==> config.mk <==
export PLATFORM = sky130hd
export DESIGN_NAME = uart_tx_result
export DESIGN_NICKNAME = d
export VERILOG_FILES = /design/src/rtl/uart_tx_result.sv
export SDC_FILE = /design/constraint.sdc
export NUM_CORES = 1
export LEC_CHECK = 0
export ABC_AREA = 1
export CAP_MARGIN = 20
export CELL_PAD_IN_SITES_DETAIL_PLACEMENT = 0
export CELL_PAD_IN_SITES_GLOBAL_PLACEMENT = 2
export CORE_MARGIN = 2
export CORE_UTILIZATION = 33
export CTS_BUF_LIST = sky130_fd_sc_hd__clkbuf_8
export DETAILED_ROUTE_END_ITERATION = 8
export HOLD_SLACK_MARGIN = 0.12
export PLACE_DENSITY_LB_ADDON = 0.25
export SYNTH_ARGS = -nofsm -noshare
export SYNTH_HDL_FRONTEND = slang
export SYNTH_SLANG_ARGS = --single-unit
==> constraint.sdc <==
create_clock -name clk -period 2 [get_ports clk]
set_clock_uncertainty 0.15 [all_clocks]
set_input_delay 0.3 -clock clk [delete_from_list [all_inputs] [get_ports clk]]
set_output_delay 0.3 -clock clk [all_outputs]
set_load 0.02 [all_outputs]
==> src/rtl/uart_tx_result.sv <==
// uart_tx_result: transmit side of the host UART link.
// Sends a 16-bit result word as two back-to-back 8N1 bytes, low byte first.
// The baud counter and serializer are built in. tx, busy and done are all
// registered so that the serial line stays glitch-free.
module uart_tx_result #(
  parameter int CLK_FREQ  = 100000000,
  parameter int BAUD_RATE = 115200
) (
  input  logic        clk,
  input  logic        reset,
  input  logic        trigger,
  input  logic [15:0] tx_data,
  output logic        tx,
  output logic        busy,
  output logic        done
);

  localparam int CLKS_PER_BIT = CLK_FREQ / BAUD_RATE;
  localparam int CNT_W        = (CLKS_PER_BIT < 2) ? 1 : $clog2(CLKS_PER_BIT);

  // A bit period shorter than two clocks cannot hold a registered line value.
  if (CLKS_PER_BIT < 2) begin : g_bad_baud
    $error("uart_tx_result: CLK_FREQ/BAUD_RATE must be at least 2");
  end

  typedef enum logic [1:0] {
    IDLE  = 2'd0,
    START = 2'd1,
    DATA  = 2'd2,
    STOP  = 2'd3
  } state_t;

  state_t             state, state_next;
  logic [CNT_W-1:0]   baud_cnt, baud_next;
  logic [2:0]         bit_idx, bit_next;
  logic               byte_idx, byte_next;
  logic [7:0]         shift, shift_next;
  logic [15:0]        hold, hold_next;
  logic               tx_next, busy_next, done_next;
  logic               bit_end;

  // The current serial bit has run its full length on this cycle.
  assign bit_end = (baud_cnt == CNT_W'(CLKS_PER_BIT - 1));

  // State register: FSM state, datapath and the registered outputs.
  // NOTE: sequential state is assigned with <= so that every register samples
  // the values from before the edge, whatever order the statements are in.
  always_ff @(posedge clk or negedge reset) begin
    if (!reset) begin
      state    <= IDLE;
      baud_cnt <= '0;
      bit_idx  <= '0;
      byte_idx <= 1'b0;
      shift    <= '0;
      // NOTE: the holding register is reset too; it is only 16 flops, and a
      // known value keeps simulation free of X after a mid-frame reset.
      hold     <= '0;
      tx       <= 1'b1;
      busy     <= 1'b0;
      done     <= 1'b0;
    end else begin
      state    <= state_next;
      baud_cnt <= baud_next;
      bit_idx  <= bit_next;
      byte_idx <= byte_next;
      shift    <= shift_next;
      hold     <= hold_next;
      tx       <= tx_next;
      busy     <= busy_next;
      done     <= done_next;
    end
  end

  // Next-state logic: bit timing, byte sequencing and word capture.
  always_comb begin
    // NOTE: every signal gets a default before the case so that no path
    // leaves it unassigned, which would otherwise infer a latch.
    state_next = state;
    baud_next  = bit_end ? '0 : baud_cnt + CNT_W'(1);
    bit_next   = bit_idx;
    byte_next  = byte_idx;
    shift_next = shift;
    hold_next  = hold;

    unique case (state)
      IDLE: begin
        baud_next = '0;
        // busy is still high in the done cycle, so a trigger there is dropped.
        if (trigger && !busy) begin
          hold_next  = tx_data;
          byte_next  = 1'b0;
          shift_next = tx_data[7:0];
          state_next = START;
        end
      end
      START: begin
        if (bit_end) begin
          bit_next   = '0;
          state_next = DATA;
        end
      end
      DATA: begin
        if (bit_end) begin
          shift_next = shift >> 1;
          bit_next   = bit_idx + 3'd1;
          if (bit_idx == 3'd7) state_next = STOP;
        end
      end
      STOP: begin
        if (bit_end) begin
          if (!byte_idx) begin
            // Second byte follows immediately, with no idle gap.
            byte_next  = 1'b1;
            shift_next = hold[15:8];
            state_next = START;
          end else begin
            state_next = IDLE;
          end
        end
      end
      default: state_next = IDLE;
    endcase
  end

  // Output logic: the values the output registers take on the next edge.
  always_comb begin
    done_next = (state == STOP) && bit_end && byte_idx;
    busy_next = (state_next != IDLE) || done_next;
    unique case (state_next)
      START:   tx_next = 1'b0;
      DATA:    tx_next = shift_next[0];
      default: tx_next = 1'b1;
    endcase
  end

endmodule

After elaboration in Yosys (flattened, before gate mapping)
Index checks and enable logic that the tools add are counted.

word-level totals
  output and inout port bits = 3
  flip-flop bits (word level) = 43
  word-level logic and storage cells = 59
  input port bits = 19

operators by class
  reduce and logical (&&, ||, !) cells = 14
  mux-type cells = 21
  eq/ne operators = 12
  $add $sub $neg = 2

operators by type and width
  cell                                           number
  2-to-1 mux 8 bit                               4
  one-hot mux 8 bit (3 select lines)             1
  2-to-1 mux 10 bit                              2
  adder 10 x 1 -> 10 bit, second input constant  1
  == test 10 bit, second input constant          1
  2-to-1 mux 2 bit                               5
  inequality test 2 bit, second input constant   5
  one-hot mux 2 bit (4 select lines)             1
  == test 2 bit, second input constant           3
  2-to-1 mux 3 bit                               2
  one-hot mux 3 bit (2 select lines)             1
  AND reduction 3 bit                            2
  nonzero test 2 bit                             3
  AND reduction 5 bit                            1
  == test 2 x 1 -> 1 bit, second input constant  2
  one-hot mux 1 bit (2 select lines)             2
  adder 3 x 1 -> 3 bit, second input constant    1
  == test 3 bit, second input constant           1
  logical AND 1 bit                              3
  2-to-1 mux 1 bit                               3
  nonzero test 3 bit                             1
  zero test 2 bit                                1
  AND reduction 2 bit                            1
  zero test 1 bit                                1
  logical OR 1 bit                               1

Longest topological paths before layout
  depth after elaboration = 6
  mapped depth = 11
  depth with buffers taken out = 11

Least setup slack after synthesis
OpenSTA, ideal clock, no wires.

  path type = register to register
  from = register baud_cnt[0]
  to = register shift[6]
  data required time = 1.720 ns
  data arrival time = 1.287 ns
  path slack = 0.434 ns
  period minus slack after synthesis = 1.566 ns
  cell stages (with the launch flop) = 9
  setup time = 0.130 ns
  path buffers = 0
  cells stage by stage = dfrtp_1 > ha_1 > nand2_1 > nor2_4 > nand3_4 > o21ai_2 > nand3_2 > nand2_1 > nand4_1

on the way
  longest elaborated chain between the ends = 3
  elaborated cells between the ends (all ways) = 4
  those cells by class = 3 x eq/ne; 1 x reduce/logical

RTL lines
  item                                    line  text
  start, declared                         34    logic [CNT_W-1:0] baud_cnt, baud_next;
  start signal, assigned                  63    baud_cnt <= baud_next;
  == test 10 bit *                        43    assign bit_end = (baud_cnt == CNT_W'(CLKS_PER_BIT - 1));
  inequality test 2 bit (no source line)  n/a
  AND reduction 5 bit (no source line) *  n/a
  end signal, assigned                    66    shift <= shift_next;
  end, declared                           37    logic [7:0] shift, shift_next;

Mark *: on every way between the ends. The rest lies on a longest branch, timed or not.
A chain may end at the register's enable or synchronous reset.

Worst setup path in the final report
  from = register tx
  to = output tx

RTL lines
  item                    line  text
  start, declared         13    output logic tx,
  start signal, assigned  68    tx <= tx_next;

No word-level cell between the ends.

==> reports/qor.yml <==
outcome:
  status: "finished, final reports clean"
grt:
  grt_util_all_layers_pct: 15.2
  grt.overflow.total: 0
  antenna_found_initial: 0
  grt_pass1_wl_um: 6310
  grt_pass1_vias: 1335
  grt_max_degree: 36
sta:
  fin_crit_sh_pct: 91.8
  fin_ws_ns: 0.165
  hold_viol: 0
  worst_slew_pin_slew_ns: 0.460
  setup_viol: 0
  grt_setup_unrepaired: "false"
  setup_tns_ns: 0
  clock.fmax_mhz: 545
  slew_headroom_pct: 69.3
  maxSlewViolCount: 0
  layout_min_cycle_time_ns: 1.84
routing:
  vias_per_cell: 4.52
  wl_um: 3800
  antenna_left: 0
  dr.pass1.iters: 4
  drt_iter0_markers: 84
  route.met2.wl_um: 1660
  vias: 1410
  drc: 0
  met3WireLength_um: 204
  wl_met1_um: 1880
  drt-wirelength-per-cell_um: 12.2
  top_layer: "met4"
critical_path:
  slowest_delay_ns: 0.59
  arrival_ns: 1.39
  critical-path-top-delay-family: "buffers and inverters"
  cpMaxStageDelayCell: "clkdlybuf4s50_1"
  cp-end-kind: "primary output"
  cp-startpoint: "tx"
  path_buf_inv: 1
  cp_max_fo: 1
  cp-start-kind: "flop"
  required_ns: 1.55
  reg2reg_from: "baud_cnt[0]"
  worstPathCellList: "clkdlybuf4s50_1"
  crit_type: "reg2out"
clocking:
  root_buffer: "clkbuf_8"
  clk_path_buf_depth: 2
  cts_tree: "done"
  cts.sinks: 35
  cts_buffers: 5
  clk-insertion-delay-late_ns: 0.28
  cts_resized: 0
  cts_hold_buf: 0
  cts_setup_buffers: 0
  h-tree-depth: 2
  path_clk_slew_ns: 0.07
yosys:
  synth_compound_area_share_pct: 4.88
  ys_seq_area_share_pct: 51.8
  synth_edf_count: 0
  async_reset_ff_share_pct: 100
  syn_inst: 211
  synthFlopType: "dfrtp_1"
  ys_warn_count: 0
  yosys.area.top_type: "dfrtp_1"
  synth_xor_area_share_pct: 0
  synthAdderAreaFrac_pct: 2.22
  muxShareOfSynthArea_pct: 0
  synth.area.top_cells: "dfrtp_1 50%, nand2_1 17%, nand3_1 4.4%"
  synth_most_common_cell: "nand2_1"
  synth_cell_types: 24
  avgSynthCellArea_um2: 8.02
  synth_top_family_by_area: "simple AND/OR/NAND/NOR gates"
  synth-simple-area-share_pct: 35.2
  synth-seq-cells: 35
  synth_nets: 233
  synth_area_um2: 1690
  yosysTopAreaCellShare_pct: 50.3
  synthTopCellsByCount: "77 x nand2_1, 34 x dfrtp_1, 17 x nor2_1"
run:
  maxCapViolCount: 0
floorplan:
  die-width_um: 75.6
  pin_count: 22
  dieArea_um2: 5720
  initial_utilization_pct: 33.6
  rows: 26
  coreArea_um2: 5040
  dieHeight_um: 75.6
place:
  io_buffers: 21
  gp_congestion: 0.811
  dpl_worst_slack_ns: 0.204
  hpwl_um: 2780
  dp.cells: 304
final_layout:
  drive_above_1_share_pct: 12.4
  final_nets: 263
  final_cells: 312
  area_growth_pct: 23.6
  n_antenna_cell: 0
  nFillCells: 522
  utilization_pct: 41.5
pwr:
  p_leak_nw: 1.02
  peakVddDrop_uv: 290
  powerDensity_nw_per_um2: 593
min_path:
  hold_class: "in2async"
through the flow:
step                      instance area (µm²)  total power (W)  hold WS (ns)
after floorplan                          1690         0.000722        -0.146
after global placement                   2010         0.000772         0.290
after CTS                                2090          0.00127         0.293
after global routing                     2090          0.00130         0.318
after detailed placement                 2010         0.000773         0.297
final                                    2090          0.00124         0.277
sequential cells by signal, indices dropped and copies added, names as in the netlist:
register  cells
bit_idx       3
done          1
baud_cnt     10
shift         8
byte_idx      1
busy          1
tx            1
state         2
hold          8
layer usage:
layer / vias to the layer above / global-route usage (%)
met5: - / 0
met3: 7 / 4.76
li1: 739 / -
met1: 628 / 21.0
met2: 36 / 21.4
met4: 0 / 7.60
where the power goes:
| group | total [W] | switching, W | internal [W] |
|---|---|---|---|
| logic | 0.0000497 | 0.0000181 | 0.0000316 |
| clock network | 0.000483 | 0.000249 | 0.000234 |
| registers | 0.000708 | 0 | 0.000708 |
cell usage in the layout, fill, tap and decap left out, drive strengths merged, types with 2 or more instances in the layout:
cell / n
a21oi: 5
a22o: 2
buf: 4
clkbuf: 5
clkdlybuf4s50: 21
dfrtp: 34
ha: 3
inv: 26
nand2: 79
nand3: 17
nand4: 9
nor2: 21
nor3: 4
nor3b: 2
o21ai: 6
cell families (layout without fill, tap and decap cells):
family / Yosys count / in the layout
and+or+nand+nor: 133 / 133
buffers and inverters: 26 / 57
DFF: 35 / 35
adders and majority gates: 3 / 3
AOI/OAI and AO/OA: 14 / 14
path summary, 6_finish.rpt:
path / end / slack (ns) / cells past startpoint
min in group clk: baud_cnt[0] / 0.30 / 1
worst min register to register: baud_cnt[0] / 0.30 / 1
worst min-delay path: baud_cnt[2] / 0.28 / 2
worst max-delay path: tx / 0.16 / 1
max in group asynchronous: tx / 1.07 / 2
worst max register to register: shift[5] / 0.22 / 8
cell type report:
| class | instances | area (µm²) | share of cell area [%] |
|---|---|---|---|
| sequential | 35 | 877 | 41.9 |
| multi-input combinational | 150 | 716 | 34.2 |
| timing repair buffer | 25 | 240 | 11.5 |
| inverter | 24 | 90.1 | 4.31 |
| tap | 70 | 87.6 | 4.19 |
| clock buffer | 5 | 68.8 | 3.29 |
| clock inverter | 3 | 12.5 | 0.598 |
(Power assumes the default switching activity.)
